### config.mk
export PLATFORM = sky130hd
export DESIGN_NAME = fetch_unit
export DESIGN_NICKNAME = d
export VERILOG_FILES = /design/src/rtl/fetch_unit_pkg.sv /design/src/rtl/fetch_fifo.sv /design/src/rtl/fetch_unit.sv
export SDC_FILE = /design/constraint.sdc
export NUM_CORES = 1
export LEC_CHECK = 0
export CAP_MARGIN = 10
export CORE_UTILIZATION = 63
export CTS_CLUSTER_SIZE = 30
export DETAILED_ROUTE_END_ITERATION = 8
export DONT_BUFFER_PORTS = 1
export PLACE_DENSITY_LB_ADDON = 0.15
export SLEW_MARGIN = 10
export SYNTH_ARGS = -nofsm -noshare
export SYNTH_HDL_FRONTEND = slang
export SYNTH_SLANG_ARGS = --single-unit
export TNS_END_PERCENT = 100
### constraint.sdc
create_clock -name i_clk -period 4.25 [get_ports i_clk]
set_input_delay 0.6375 -clock i_clk [delete_from_list [all_inputs] [get_ports i_clk]]
set_output_delay 0.6375 -clock i_clk [all_outputs]
set_load 0.05 [all_outputs]
### src/rtl/fetch_unit_pkg.sv
// fetch_unit_pkg: shared constants for the instruction fetch stage
package fetch_unit_pkg;
   localparam logic [31:0] INST_NOP         = 32'h0000_0013;
   localparam logic [31:0] RESET_PC_DEFAULT = 32'h0000_0000;
   localparam int          PC_STEP          = 4;
endpackage

### src/rtl/fetch_fifo.sv
// fetch_fifo: in-order queue with synchronous clear and registered occupancy count
module fetch_fifo #(
   parameter int DEPTH = 4,
   parameter int WIDTH = 64
) (
   input  logic                   clk,
   input  logic                   rst,
   input  logic                   push,
   input  logic                   pop,
   input  logic                   clear,
   input  logic [WIDTH-1:0]       din,
   output logic [WIDTH-1:0]       head,
   output logic [$clog2(DEPTH):0] count,
   output logic                   empty
);
   localparam int AW = $clog2(DEPTH);
   logic [WIDTH-1:0] mem [DEPTH];
   logic [AW-1:0]    rd_ptr, wr_ptr;
   always_ff @(posedge clk or posedge rst)
      if (rst) begin
         rd_ptr <= '0;
         wr_ptr <= '0;
         count  <= '0;
      end else if (clear) begin
         rd_ptr <= '0;
         wr_ptr <= '0;
         count  <= '0;
      end else begin
         if (push) wr_ptr <= wr_ptr + AW'(1);
         if (pop) rd_ptr <= rd_ptr + AW'(1);
         count <= count + (AW+1)'(push) - (AW+1)'(pop);
      end
   always_ff @(posedge clk)
      if (push && !clear) mem[wr_ptr] <= din;
   assign head  = mem[rd_ptr];
   assign empty = (count == '0);
endmodule

### src/rtl/fetch_unit.sv
// fetch_unit: owns the PC, issues credit-limited imem requests and queues
// returned words with their PCs for decode; redirect flushes and drops stale data
module fetch_unit
   import fetch_unit_pkg::*;
#(
   parameter int                 N_param  = 32,
   parameter logic [N_param-1:0] RESET_PC = N_param'(RESET_PC_DEFAULT),
   parameter int                 FQ_DEPTH = 4
) (
   input  logic               i_clk,
   input  logic               i_rst,
   input  logic               i_en,
   output logic               imem_req_o,
   output logic [N_param-1:0] imem_addr_o,
   input  logic               imem_gnt_i,
   input  logic               imem_rvalid_i,
   input  logic [N_param-1:0] imem_rdata_i,
   input  logic               redirect_i,
   input  logic [N_param-1:0] redirect_pc_i,
   output logic [N_param-1:0] instruction_o,
   output logic [N_param-1:0] pc_o,
   output logic               valid_o,
   input  logic               ready_i
);
   localparam int                 CW      = $clog2(FQ_DEPTH) + 1;
   localparam logic [CW:0]        DEPTH_X = (CW+1)'(FQ_DEPTH);
   localparam logic [N_param-1:0] STEP    = N_param'(PC_STEP);
   logic [N_param-1:0]   fetch_pc, resp_pc, redir_pc;
   logic [CW-1:0]        inflight, discard, live, count;
   logic [2*N_param-1:0] head;
   logic                 empty, req, fire, push, pop;
   assign redir_pc = {redirect_pc_i[N_param-1:2], 2'b00};
   // Credits cover queued entries plus live responses, so a push always has room
   always_comb begin
      live          = inflight - discard;
      req           = i_en && !redirect_i && (({1'b0, count} + {1'b0, live}) < DEPTH_X)
                      && ({1'b0, inflight} < DEPTH_X);
      fire          = req && imem_gnt_i;
      push          = imem_rvalid_i && (discard == '0) && !redirect_i;
      valid_o       = !empty && !redirect_i;
      pop           = valid_o && ready_i;
      instruction_o = valid_o ? head[N_param-1:0] : N_param'(INST_NOP);
      pc_o          = valid_o ? head[2*N_param-1:N_param] : '0;
   end
   assign imem_req_o  = req && !i_rst;
   assign imem_addr_o = fetch_pc;
   always_ff @(posedge i_clk or posedge i_rst)
      if (i_rst) begin
         fetch_pc <= RESET_PC;
         resp_pc  <= RESET_PC;
         inflight <= '0;
         discard  <= '0;
      end else if (redirect_i) begin
         fetch_pc <= redir_pc;
         resp_pc  <= redir_pc;
         inflight <= inflight - CW'(imem_rvalid_i);
         discard  <= inflight - CW'(imem_rvalid_i);
      end else begin
         if (fire) fetch_pc <= fetch_pc + STEP;
         inflight <= inflight + CW'(fire) - CW'(imem_rvalid_i);
         if (imem_rvalid_i && discard != '0) discard <= discard - CW'(1);
         if (push) resp_pc <= resp_pc + STEP;
      end
   fetch_fifo #(.DEPTH(FQ_DEPTH), .WIDTH(2*N_param)) u_fifo (
      .clk(i_clk),
      .rst(i_rst),
      .push(push),
      .pop(pop),
      .clear(redirect_i),
      .din({resp_pc, imem_rdata_i}),
      .head(head),
      .count(count),
      .empty(empty)
   );
endmodule

# Yosys cells after proc, flatten, opt, wreduce, memory -nomap -nowiden
# Memory sizes are Yosys's and may differ from the RTL's.
# Cells that the tools add are included.
# totals
mem_bits_rw,256
n_memories,1
output_inout_bits,98
elab_cells,59
reg_bits,77
# op_classes
reduce_logical,21
addsub,12
mux,16
n_lt_le_gt_ge,2
# memory_table
name,depth,width,rd,rd_clocked_by_memory_dff,wr,line,text
u_fifo.mem,4,64,1,0,1,fetch_fifo.sv:17,logic [WIDTH-1:0] mem [DEPTH];
# op_table
op,count
two-way mux 32 bit,6
"adder 32 x 3 -> 32 bit, second input constant",2
two-way mux 3 bit,4
logical AND 1 bit,11
subtractor 3 x 1 -> 3 bit,3
two-way mux 2 bit,4
nonzero test 2 bit,4
adder 3 x 1 -> 3 bit,2
logical NOT 3 bit,2
"adder 2 x 1 -> 2 bit, second input constant",2
adder 3 x 3 -> 4 bit,1
"less-than comparator 4 x 3 -> 1 bit, second input constant",1
logical NOT 1 bit,3
"less-than comparator 3 bit, second input constant",1
nonzero test 3 bit,1
"subtractor 3 x 1 -> 3 bit, second input constant",1
subtractor 3 bit,1
two-way mux 1 bit,2

# Longest topological paths before layout
# depth
word_depth,9
ltp_mapped,19
depth_no_buf,17

# Hierarchy
# Synthesis repeated with hierarchy kept, for this count alone.
# unflattened
cells_unflattened,885
hier_area_um2,14072.2
# modules_own_cells
mod,n_inst,cells_each,area_each_um2,seq_area_each_um2
fetch_fifo,1,374,9696.8,7862.5
fetch_unit,1,511,4375.4,1651.6

# Worst setup path after synthesis
# OpenSTA, ideal clock, no wires.
# synth_timing
path_kind,reg2reg
from,register inflight[0]
to,register inflight[2]
arrival_ns,3.595
path_buffers,2
synth_period_minus_slack_ns,3.674
stages_incl_launch_ff,20
path_slack_ns,0.576
cell_sequence,dfrtp_1 -> inv_1 -> ha_1 -> inv_1 -> fa_1 -> xor2_1 -> xnor2_1 -> ha_1 -> nor4_1 -> and4_1 -> buf_2 -> inv_2 -> clkbuf_1 -> ha_1 -> inv_1 -> ha_1 -> fa_1 -> xor2_1 -> o21ai_1 -> xor2_1
# synth_between
elab_chain_cells,9
# synth_lines
element,line,text
from (decl),fetch_unit.sv:29,"logic [CW-1:0] inflight, discard, live, count;"
from (signal assigned),fetch_unit.sv:56,inflight <= inflight - CW'(imem_rvalid_i);
from (signal assigned),fetch_unit.sv:60,inflight <= inflight + CW'(fire) - CW'(imem_rvalid_i);
subtractor 3 bit,fetch_unit.sv:35,live = inflight - discard;
adder 3 x 3 -> 4 bit,fetch_unit.sv:36,"req = i_en && !redirect_i && (({1'b0, count} + {1'b0, live}) < DEPTH_X)"
less-than comparator 4 x 3 -> 1 bit,fetch_unit.sv:36,
logical AND 1 bit,fetch_unit.sv:36,
logical AND 1 bit,fetch_unit.sv:37,"&& ({1'b0, inflight} < DEPTH_X);"
logical AND 1 bit,fetch_unit.sv:38,fire = req && imem_gnt_i;
adder 3 x 1 -> 3 bit,fetch_unit.sv:60,
subtractor 3 x 1 -> 3 bit,fetch_unit.sv:60,
two-way mux 3 bit (*),fetch_unit.sv:53,end else if (redirect_i) begin
# Mark *: on every way between the ends. The rest lies on a longest branch, timed or not.
# A chain may end at the register's enable or synchronous reset.

# Worst setup path in the final report
# Ends and elaborated chain as after synthesis.

==> flow_metrics.tcl <==
set metrics [dict create \
    core_area_um2 21150 \
    top_level_ports 169 \
    combPwrFrac 0.210 \
    crit_type "reg -> reg" \
    n_antenna_cell 0 \
    grt_max_degree 81 \
    async_flop_share 0.2274 \
    routabilityCongestion 0.8783 \
    clockBufferDepth 3 \
    crit_fanout 2 \
    hpwlAfterDp_um 17500 \
    wl_per_cell_um 22.77 \
    fin_crit_ns 3.587 \
    clk_pin_slew_ns 0.06 \
    syn_area_um2 13690 \
    synth-main-ff-cell "edfxtp_1" \
    synth_cells 876 \
    antenna_found_initial 0 \
    critical_path_required_ns 4.67 \
    critPathMostFrequentCell "ha_1" \
    slew_viol_final 0 \
    drt_iter0_drc 537 \
    grt_pass1_wl_um 41840 \
    cap_violations 0 \
    viasPerCell 6.360 \
    place_ws_ns 0.6719 \
    layout-drive-gt1-share 0.1608 \
    hold_viol 0 \
    critPathLaunchType "flop" \
    timing.hold.ws_ns 0.06718 \
    power_mw 8.751 \
    cts_hold_buf 0 \
    die_area_um2 22330 \
    finalCritPeriodShare 0.8439 \
    fin_cells 1183 \
    cp_slowest_cell "dfrtp_1" \
    cp-end-kind "flop" \
    grt_pass1_vias 7671 \
    p_per_area_nw_per_um2 579.0 \
    p_switching_mw 2.770 \
    setup_viol_count_final 0 \
    drc 0 \
    yosysWarnings 0 \
    io_buffers 0 \
    die_w_um 149.4 \
    rsz0062_at_grt "false" \
    p_int_mw 5.980 \
    ctsHtreeMaxLevel 2 \
    final_util 0.7144 \
    worstSkewPairLatency_ns 0.51 \
    row_count 53 \
    clkPwrFrac 0.331 \
    final_common_cell "edfxtp_1" \
    numCtsBuffers 34 \
    via_count 7524 \
    totalWireLength_um 26940 \
    cts_root_buf "clkbuf_16" \
    first_pass_iters 5 \
    worst-slew-pin-transition_ns 0.8929 \
    path_cells "inv_1 -> ha_1 -> inv_1 -> fa_1 -> xor2_1 -> xnor2_1 -> ha_1 -> nor4_1 -> and4_1 -> inv_2 -> ha_1 -> inv_1 -> ha_1 -> fa_1 -> xor2_1 -> o21ai_1 -> xor2_1" \
    dp.cells 1123 \
    synth_area_per_cell_um2 15.63 \
    fmaxAchievable_mhz 278.8 \
    die_y_um 149.4 \
    cts_setup_buffers 0 \
    layout_common_cells "edfxtp_1 (248), dfrtp_1 (71), and2_1 (65)" \
    grt_overflow 0 \
    relSlewSlack 0.4048 \
    arrival_ns 4.00 \
    setup_tns_ns 0 \
    cellLeakagePower_nw 5.135 \
    switching_share 0.3166 \
    final_area_um2 15110 \
    initial_core_util 0.6473 \
    max-vdd-ir-drop_mv 0.3777 \
    cts_num_sinks 321 \
    synth_cell_type_count 46 \
    sequentialPowerShare 0.459 \
    syn_to_final_growth_pct 10.37 \
    fin_worst_skew_ns 0.01505 \
    ant_nets 0 \
    fill_cells 1320 \
    synth_edf_count 248 \
    nets 975 \
    status "finished, final reports clean" \
    place_area_um2 14010 \
    seq_area_frac_synth 0.6773 \
    cts_tree "done" \
    r2r_setup_slack_ns 0.66 \
    grtUsageTotal 0.2503 \
    worst_hold_path_type "in -> async" \
    worst_slack_ns 0.6635 \
    postSynthRegisterBits 321 \
    cp_slowest_stage_delay_ns 0.38 \
    post_cts_resized 0 \
]
layout make-up:
type	count	area [um2]	area share
Clock buffer	42	902.1	0.05969
Clock inverter	18	200.2	0.01325
Inverter	22	82.58	0.005464
Multi-Input combinational cell	488	4153	0.2748
Sequential cell	321	9279	0.6140
Tap cell	275	344.1	0.02277
Timing Repair Buffer	17	152.6	0.01010
power by group through the flow:
| stage | registers [mW] | logic [mW] | clock network, mW |
|---|---|---|---|
| 6_report | 4.01 | 1.84 | 2.90 |
| 5_1_grt | 4.05 | 1.99 | 3.07 |
| 4_1_cts | 4.02 | 1.87 | 2.95 |
| 3_5_place_dp | 4.08 | 1.87 | 0 |
| 3_3_place_gp | 4.06 | 1.82 | 0 |
| 2_1_floorplan | 3.94 | 1.66 | 0 |
synth_stat cells (all sizes together), types with 2 or more instances:
cell type | count | area (um2)
a21o | 2 | 15.01
a21oi | 10 | 50.05
a31oi | 10 | 62.56
and2 | 69 | 431.7
and3 | 9 | 56.30
and4 | 9 | 78.83
buf | 16 | 87.59
clkbuf | 32 | 120.1
dfrtp | 73 | 1827
edfxtp | 248 | 7447
fa | 3 | 60.06
ha | 17 | 212.7
inv | 22 | 82.58
mux2 | 4 | 45.04
mux4 | 62 | 1396
nand2 | 59 | 221.5
nand2b | 2 | 12.51
nand3 | 37 | 185.2
nand3b | 4 | 42.54
nand4 | 15 | 93.84
nor2 | 21 | 78.83
nor2b | 3 | 18.77
nor3 | 9 | 45.04
nor4 | 11 | 100.1
o211ai | 8 | 60.06
o21ai | 45 | 225.2
o311ai | 13 | 113.9
or3 | 7 | 43.79
or4 | 4 | 30.03
xnor2 | 22 | 192.7
xor2 | 20 | 175.2
cell families after synthesis:
family                     after synthesis  synth area share
DFF                                    321            0.6773
and+or+nand+nor                        262            0.1069
other                                    1         0.0002739
xor gates and xnor gates                42           0.02686
adders and majority gates               20           0.01992
buffers and inverters                   70           0.02120
AOI/OAI and AO/OA                       94           0.04231
muxes                                   66            0.1053
registers in the layout, indices dropped and copies added, names as in the netlist:
| signal | count |
|---|---|
| u_fifo.mem | 248 |
| imem_addr_o | 30 |
| resp_pc | 30 |
| discard | 3 |
| inflight | 3 |
| u_fifo.count | 3 |
| u_fifo.rd_ptr | 2 |
| u_fifo.wr_ptr | 2 |
path summary, 6_finish.rpt:
check,depth (start not counted),startpoint,endpoint
max reg2reg,17,inflight[0]$_DFF_PP0_,inflight[2]$_DFF_PP0_
min,1,i_rst,resp_pc[19]$_DFFE_PP0N_
max in group asynchronous,2,i_rst,imem_addr_o[5]$_DFFE_PP0N_
max,17,inflight[0]$_DFF_PP0_,inflight[2]$_DFF_PP0_
min in group i_clk,1,redirect_i,u_fifo.count[0]$_DFF_PP0_
min reg2reg,2,discard[1]$_DFFE_PP0P_,discard[1]$_DFFE_PP0P_
critical path: cells and delay by family (launching register included):
family	cells	cell delay, ns
fa+ha+maj	6	1.59
xor+xnor	4	0.61
simple gates	2	0.55
flops	1	0.38
buf+inv	4	0.22
compound gates	1	0.17
layer usage:
metal | vias to the layer above | track usage | routed length [um]
li1 | 3371 | - | -
met1 | 3797 | 0.3231 | 10620
met2 | 314 | 0.4250 | 13610
met3 | 42 | 0.06311 | 2207
met4 | 0 | 0.06582 | 497
met5 | - | 0 | 0
No activity file was read; power rests on OpenSTA's default activity.
